===== src/rtl/hex_arbiter.sv =====
// Two-master (CPU / debug) arbiter for an eight-digit hex display, with a post-release hold window.
// Optional ownership-limit preemption is compiled in when HEX_ARB_PREEMPT_EN is defined.
module hex_arbiter #(
  parameter int HOLD_CYCLES = 16,
  parameter int MAX_OWN     = 64
) (
  input  logic        clk,
  input  logic        rst,
  input  logic        cpu_req,
  input  logic [31:0] cpu_data,
  input  logic        dbg_req,
  input  logic [31:0] dbg_data,
  output logic        cpu_gnt,
  output logic        dbg_gnt,
  output logic [31:0] hexes,
  output logic [1:0]  owner
);

  localparam int LIMIT = (HOLD_CYCLES > MAX_OWN) ? HOLD_CYCLES : MAX_OWN;
  localparam int CW    = $clog2(LIMIT) + 1;

  localparam logic [1:0] S_IDLE    = 2'b00;
  localparam logic [1:0] S_OWN_CPU = 2'b01;
  localparam logic [1:0] S_OWN_DBG = 2'b10;
  localparam logic [1:0] S_HOLD    = 2'b11;

  localparam logic [CW-1:0] HOLD_LAST = CW'(HOLD_CYCLES - 1);

  function automatic logic [CW-1:0] sat_inc(input logic [CW-1:0] v);
    return (v == {CW{1'b1}}) ? v : v + 1'b1;
  endfunction

  logic [1:0]    r_state;
  logic [CW-1:0] r_hold_cnt;
  logic          r_last_dbg;
  logic [31:0]   r_hexes;
  logic          r_cpu_gnt;
  logic          r_dbg_gnt;

  logic [1:0]    w_state_nxt;
  logic [CW-1:0] w_hold_nxt;
  logic          w_last_nxt;
  logic          w_ld_cpu;
  logic          w_ld_dbg;
  logic          w_preempt_cpu;
  logic          w_preempt_dbg;

`ifdef HEX_ARB_PREEMPT_EN
  localparam logic [CW-1:0] OWN_LAST = CW'(MAX_OWN - 1);

  logic [CW-1:0] r_own_cnt;
  logic          w_own_expired;

  // r_own_cnt is 0 in the first OWN cycle, so expiry marks the MAX_OWN-th cycle of ownership.
  assign w_own_expired = (r_own_cnt >= OWN_LAST);
  assign w_preempt_cpu = w_own_expired && dbg_req;
  assign w_preempt_dbg = w_own_expired && cpu_req;

  always_ff @(posedge clk or negedge rst) begin
    if (!rst)
      r_own_cnt <= '0;
    else if (w_state_nxt != r_state)
      r_own_cnt <= '0;
    else if (r_state == S_OWN_CPU || r_state == S_OWN_DBG)
      r_own_cnt <= sat_inc(r_own_cnt);
  end
`else
  assign w_preempt_cpu = 1'b0;
  assign w_preempt_dbg = 1'b0;
`endif

  always_comb begin
    w_state_nxt = r_state;
    w_hold_nxt  = r_hold_cnt;
    w_last_nxt  = r_last_dbg;
    w_ld_cpu    = 1'b0;
    w_ld_dbg    = 1'b0;
    case (r_state)
      S_IDLE: begin
        // On a tie the CPU wins only if debug was served last.
        if (cpu_req && (!dbg_req || r_last_dbg)) begin
          w_state_nxt = S_OWN_CPU;
          w_last_nxt  = 1'b0;
        end else if (dbg_req) begin
          w_state_nxt = S_OWN_DBG;
          w_last_nxt  = 1'b1;
        end
      end
      S_OWN_CPU: begin
        if (!cpu_req || w_preempt_cpu) begin
          w_state_nxt = S_HOLD;
          w_hold_nxt  = '0;
        end else begin
          w_ld_cpu = 1'b1;
        end
      end
      S_OWN_DBG: begin
        if (!dbg_req || w_preempt_dbg) begin
          w_state_nxt = S_HOLD;
          w_hold_nxt  = '0;
        end else begin
          w_ld_dbg = 1'b1;
        end
      end
      default: begin
        if (r_hold_cnt >= HOLD_LAST) begin
          w_state_nxt = S_IDLE;
          w_hold_nxt  = '0;
        end else begin
          w_hold_nxt = sat_inc(r_hold_cnt);
        end
      end
    endcase
  end

  always_ff @(posedge clk or negedge rst) begin
    if (!rst) begin
      r_state    <= S_IDLE;
      r_hold_cnt <= '0;
      r_last_dbg <= 1'b1;
      r_hexes    <= 32'h0;
      r_cpu_gnt  <= 1'b0;
      r_dbg_gnt  <= 1'b0;
    end else begin
      r_state    <= w_state_nxt;
      r_hold_cnt <= w_hold_nxt;
      r_last_dbg <= w_last_nxt;
      r_cpu_gnt  <= (w_state_nxt == S_OWN_CPU);
      r_dbg_gnt  <= (w_state_nxt == S_OWN_DBG);
      if (w_ld_cpu)
        r_hexes <= cpu_data;
      else if (w_ld_dbg)
        r_hexes <= dbg_data;
    end
  end

  assign cpu_gnt = r_cpu_gnt;
  assign dbg_gnt = r_dbg_gnt;
  assign hexes   = r_hexes;
  assign owner   = r_state;

endmodule


===== config.mk =====
export PLATFORM = sky130hd
export DESIGN_NAME = hex_arbiter
export DESIGN_NICKNAME = d
export VERILOG_FILES = /design/src/rtl/hex_arbiter.sv
export SDC_FILE = /design/constraint.sdc
export NUM_CORES = 1
export LEC_CHECK = 0
export ABC_CLOCK_PERIOD_IN_PS = 2450
export BUFFER_PORTS_ARGS = -buffer_cell sky130_fd_sc_hd__buf_2
export CAP_MARGIN = 10
export CORE_ASPECT_RATIO = 1.75
export CORE_UTILIZATION = 46
export DETAILED_ROUTE_END_ITERATION = 10
export HOLD_SLACK_MARGIN = 0.08
export PLACE_DENSITY = 0.83
export SETUP_SLACK_MARGIN = 0.3
export SLEW_MARGIN = 25
export SYNTH_ARGS = -nofsm -noshare
export SYNTH_HDL_FRONTEND = slang
export SYNTH_SLANG_ARGS = --single-unit

===== constraint.sdc =====
create_clock -name clk -period 2.45 [get_ports clk]
set_clock_uncertainty 0.05 [all_clocks]
set_input_delay 0.245 -clock clk [delete_from_list [all_inputs] [get_ports clk]]
set_output_delay 0.245 -clock clk [all_outputs]
set_load 0.1 [all_outputs]

==> results_dict.tcl <==
set metrics [dict create \
    async_flop_share_pct 100 \
    wire_per_inst_microns 12.8 \
    ys_seq_elements 44 \
    r2r_start "owner[0]$_DFF_PN0_" \
    syn_area_sq_um 2130 \
    overflow 0 \
    yosys_warnings 0 \
    cp_max_fo 65 \
    dp_hpwl_microns 3490 \
    pin_count 104 \
    place_congestion 0.831 \
    status "finished clean" \
    drive_above_1_share_pct 39.9 \
    regToRegSetupSlack_ps 460 \
    worst_setup_path_start_kind "flip-flop" \
    hold_viol 0 \
    fin_area_sq_um 2800 \
    regToRegEndpoint "r_hold_cnt[3]$_DFFE_PN0P_" \
    clk_latency_ps 290 \
    hold_buffers 1 \
    critPathKind "reg -> reg" \
    drt_iter0_markers 14 \
    post_cts_buffers 0 \
    dp_slack_ps 451 \
    ctsResizeCount 0 \
    ys_top_cells_by_count "dfrtp_1, o21ai_0, nand2_1" \
    synth.area.top_cells "dfrtp_1, mux2i_1, o21ai_0" \
    tightest_slew_ps 552 \
    max-slew-margin-rel_pct 63.2 \
    antenna_found_initial 0 \
    dr.pass1.iters 4 \
    synth_top_area_share_pct 50.6 \
    setup_tns_ps 0 \
    required_ps 2620 \
    post-route-min-period_ps 1990 \
    rsz0062_at_grt "false" \
    track_usage_pct 19.4 \
    diodes 0 \
    finalCritPeriodShare_pct 81.4 \
    grt_max_degree 66 \
    reg2regPathDepth 5 \
    die-width_microns 53.4 \
    fmax_ghz 0.501 \
    dieHeight_microns 91.9 \
    ys_seq_area_share_pct 51.9 \
    setup_viol 0 \
    maxCapViolCount 0 \
    hold_class "in -> reg" \
    core_sq_um 4400 \
    maxSlewViolCount 0 \
    synthToLayoutAreaGrowth_pct 31.8 \
    synth-edff-count 0 \
    synth_most_common_cell "dfrtp_1" \
    portBuffers 103 \
    vias 1836 \
    end_kind "flip-flop" \
    grt_pass1_wl_microns 7040 \
    route.detailed.drc 0 \
    clk_pin_slew_ps 80 \
    layout.nets 381 \
    ys_types 30 \
    yosys.area.top_type "dfrtp_1" \
    cts.htree.levels 2 \
    drt_wl_total_microns 4580 \
    fin_ws_ps 455 \
    cts.sinks 44 \
    hp-start "cpu_data[10]" \
    worstHoldPathCells 3 \
    avgViaCountPerCell 5.11 \
    syn_area_per_cell_sq_um 10.5 \
    root_buffer "clkbuf_8" \
    rows 32 \
    arrival_ps 2160 \
    cts_tree "built" \
    cts_buffer_depth 2 \
    min_to "hexes[10]$_DFFE_PN0N_" \
    ant_nets 0 \
    syn_inst 202 \
    grt_pass1_vias 1711 \
    cts_made_buffers 5 \
    synth_ff_type "dfrtp_1" \
    die_area_sq_um 4910 \
    place_area_sq_um 2700 \
    start_util_pct 48.3 \
    synth_nets 276 \
]
metrics by stage:
step | instances | utilization (%) | hold WS (ps)
6_report | 359 | 63.6 | 105
5_1_grt | 359 | 63.6 | 95.0
4_1_cts | 359 | 63.6 | 101
3_5_place_dp | 350 | 61.3 | 313
3_3_place_gp | 350 | 61.3 | 300
2_1_floorplan | 202 | - | -101
state kept, by name, summed over array words and instances, names as in the netlist:
register	flops
r_hold_cnt	7
owner	2
hexes	32
dbg_gnt	1
r_last_dbg	1
cpu_gnt	1
final cells by class:
| cell class | instances | area [sq um] |
|---|---|---|
| Clock buffer | 7 | 86.3 |
| Clock inverter | 1 | 7.51 |
| Sequential cell | 44 | 1110 |
| Inverter | 4 | 15.0 |
| Multi-Input combinational cell | 144 | 965 |
| Fill cell | 389 | 1600 |
| Timing Repair Buffer | 108 | 556 |
| Tap cell | 51 | 63.8 |
kinds of logic after synthesis:
group                      share of synthesized area, %
and+or+nand+nor                                    12.1
AOI/OAI and AO/OA                                  14.0
DFF                                                51.9
muxes                                              15.5
buffers and inverters                              3.00
adders and majority gates                          3.53
how the worst max path moves through the flow:
stage | startpoint | to | slack, ps | cells after the start
floorplan | owner[1]$_DFF_PN0_ | r_hold_cnt[0]$_DFFE_PN0P_ | 310 | 7
global placement | owner[0]$_DFF_PN0_ | r_hold_cnt[2]$_DFFE_PN0P_ | 500 | 5
detailed placement | owner[0]$_DFF_PN0_ | r_hold_cnt[3]$_DFFE_PN0P_ | 450 | 5
CTS | owner[0]$_DFF_PN0_ | r_hold_cnt[3]$_DFFE_PN0P_ | 440 | 5
global route | owner[0]$_DFF_PN0_ | r_hold_cnt[3]$_DFFE_PN0P_ | 350 | 5
finish | owner[0]$_DFF_PN0_ | r_hold_cnt[3]$_DFFE_PN0P_ | 460 | 5
cells in the final DEF (no fill, tap or decap), drive strengths merged:
cell,Yosys,layout
a211oi,2,2
clkbuf,6,7
and3,1,1
and2,1,1
or3b,1,1
nand2,36,36
a22oi,2,2
dfstp,1,1
a22o,1,1
o21ba,1,1
o21ai,37,37
nand3,1,1
nor3b,1,1
dlygate4sd3,0,1
nor3,1,1
nor4,1,1
and2b,2,2
dfrtp,43,43
a21oi,3,3
buf,4,107
nor2,1,1
o211ai,2,2
o2bb2ai,2,2
nor2b,3,3
clkinvlp,0,1
ha,6,6
inv,4,4
nand2b,4,4
mux2i,33,33
o32a,1,1
o22ai,1,1
worst max-delay path: stages, from the launching register on:
cell and delay (ps):
dfrtp_4 510, ha_1 240, and2_4 320, nor3b_4 250, or3b_4 410, o2bb2ai_1 140
metal layers:
metal / share of wire (%) / vias to the layer above / wire (microns) / track usage [%]
met3: 4.9 / 9 / 226 / 4.31
li1: - / 912 / - / -
met4: 1.9 / 0 / 86 / 8.11
met5: 0 / - / 0 / 0
met1: 36 / 864 / 1660 / 18.9
met2: 57 / 51 / 2600 / 36.5
Power is left out: the tool's default activity adds up to more than one toggle a clock period on the data nets, which glitch-free logic cannot reach.
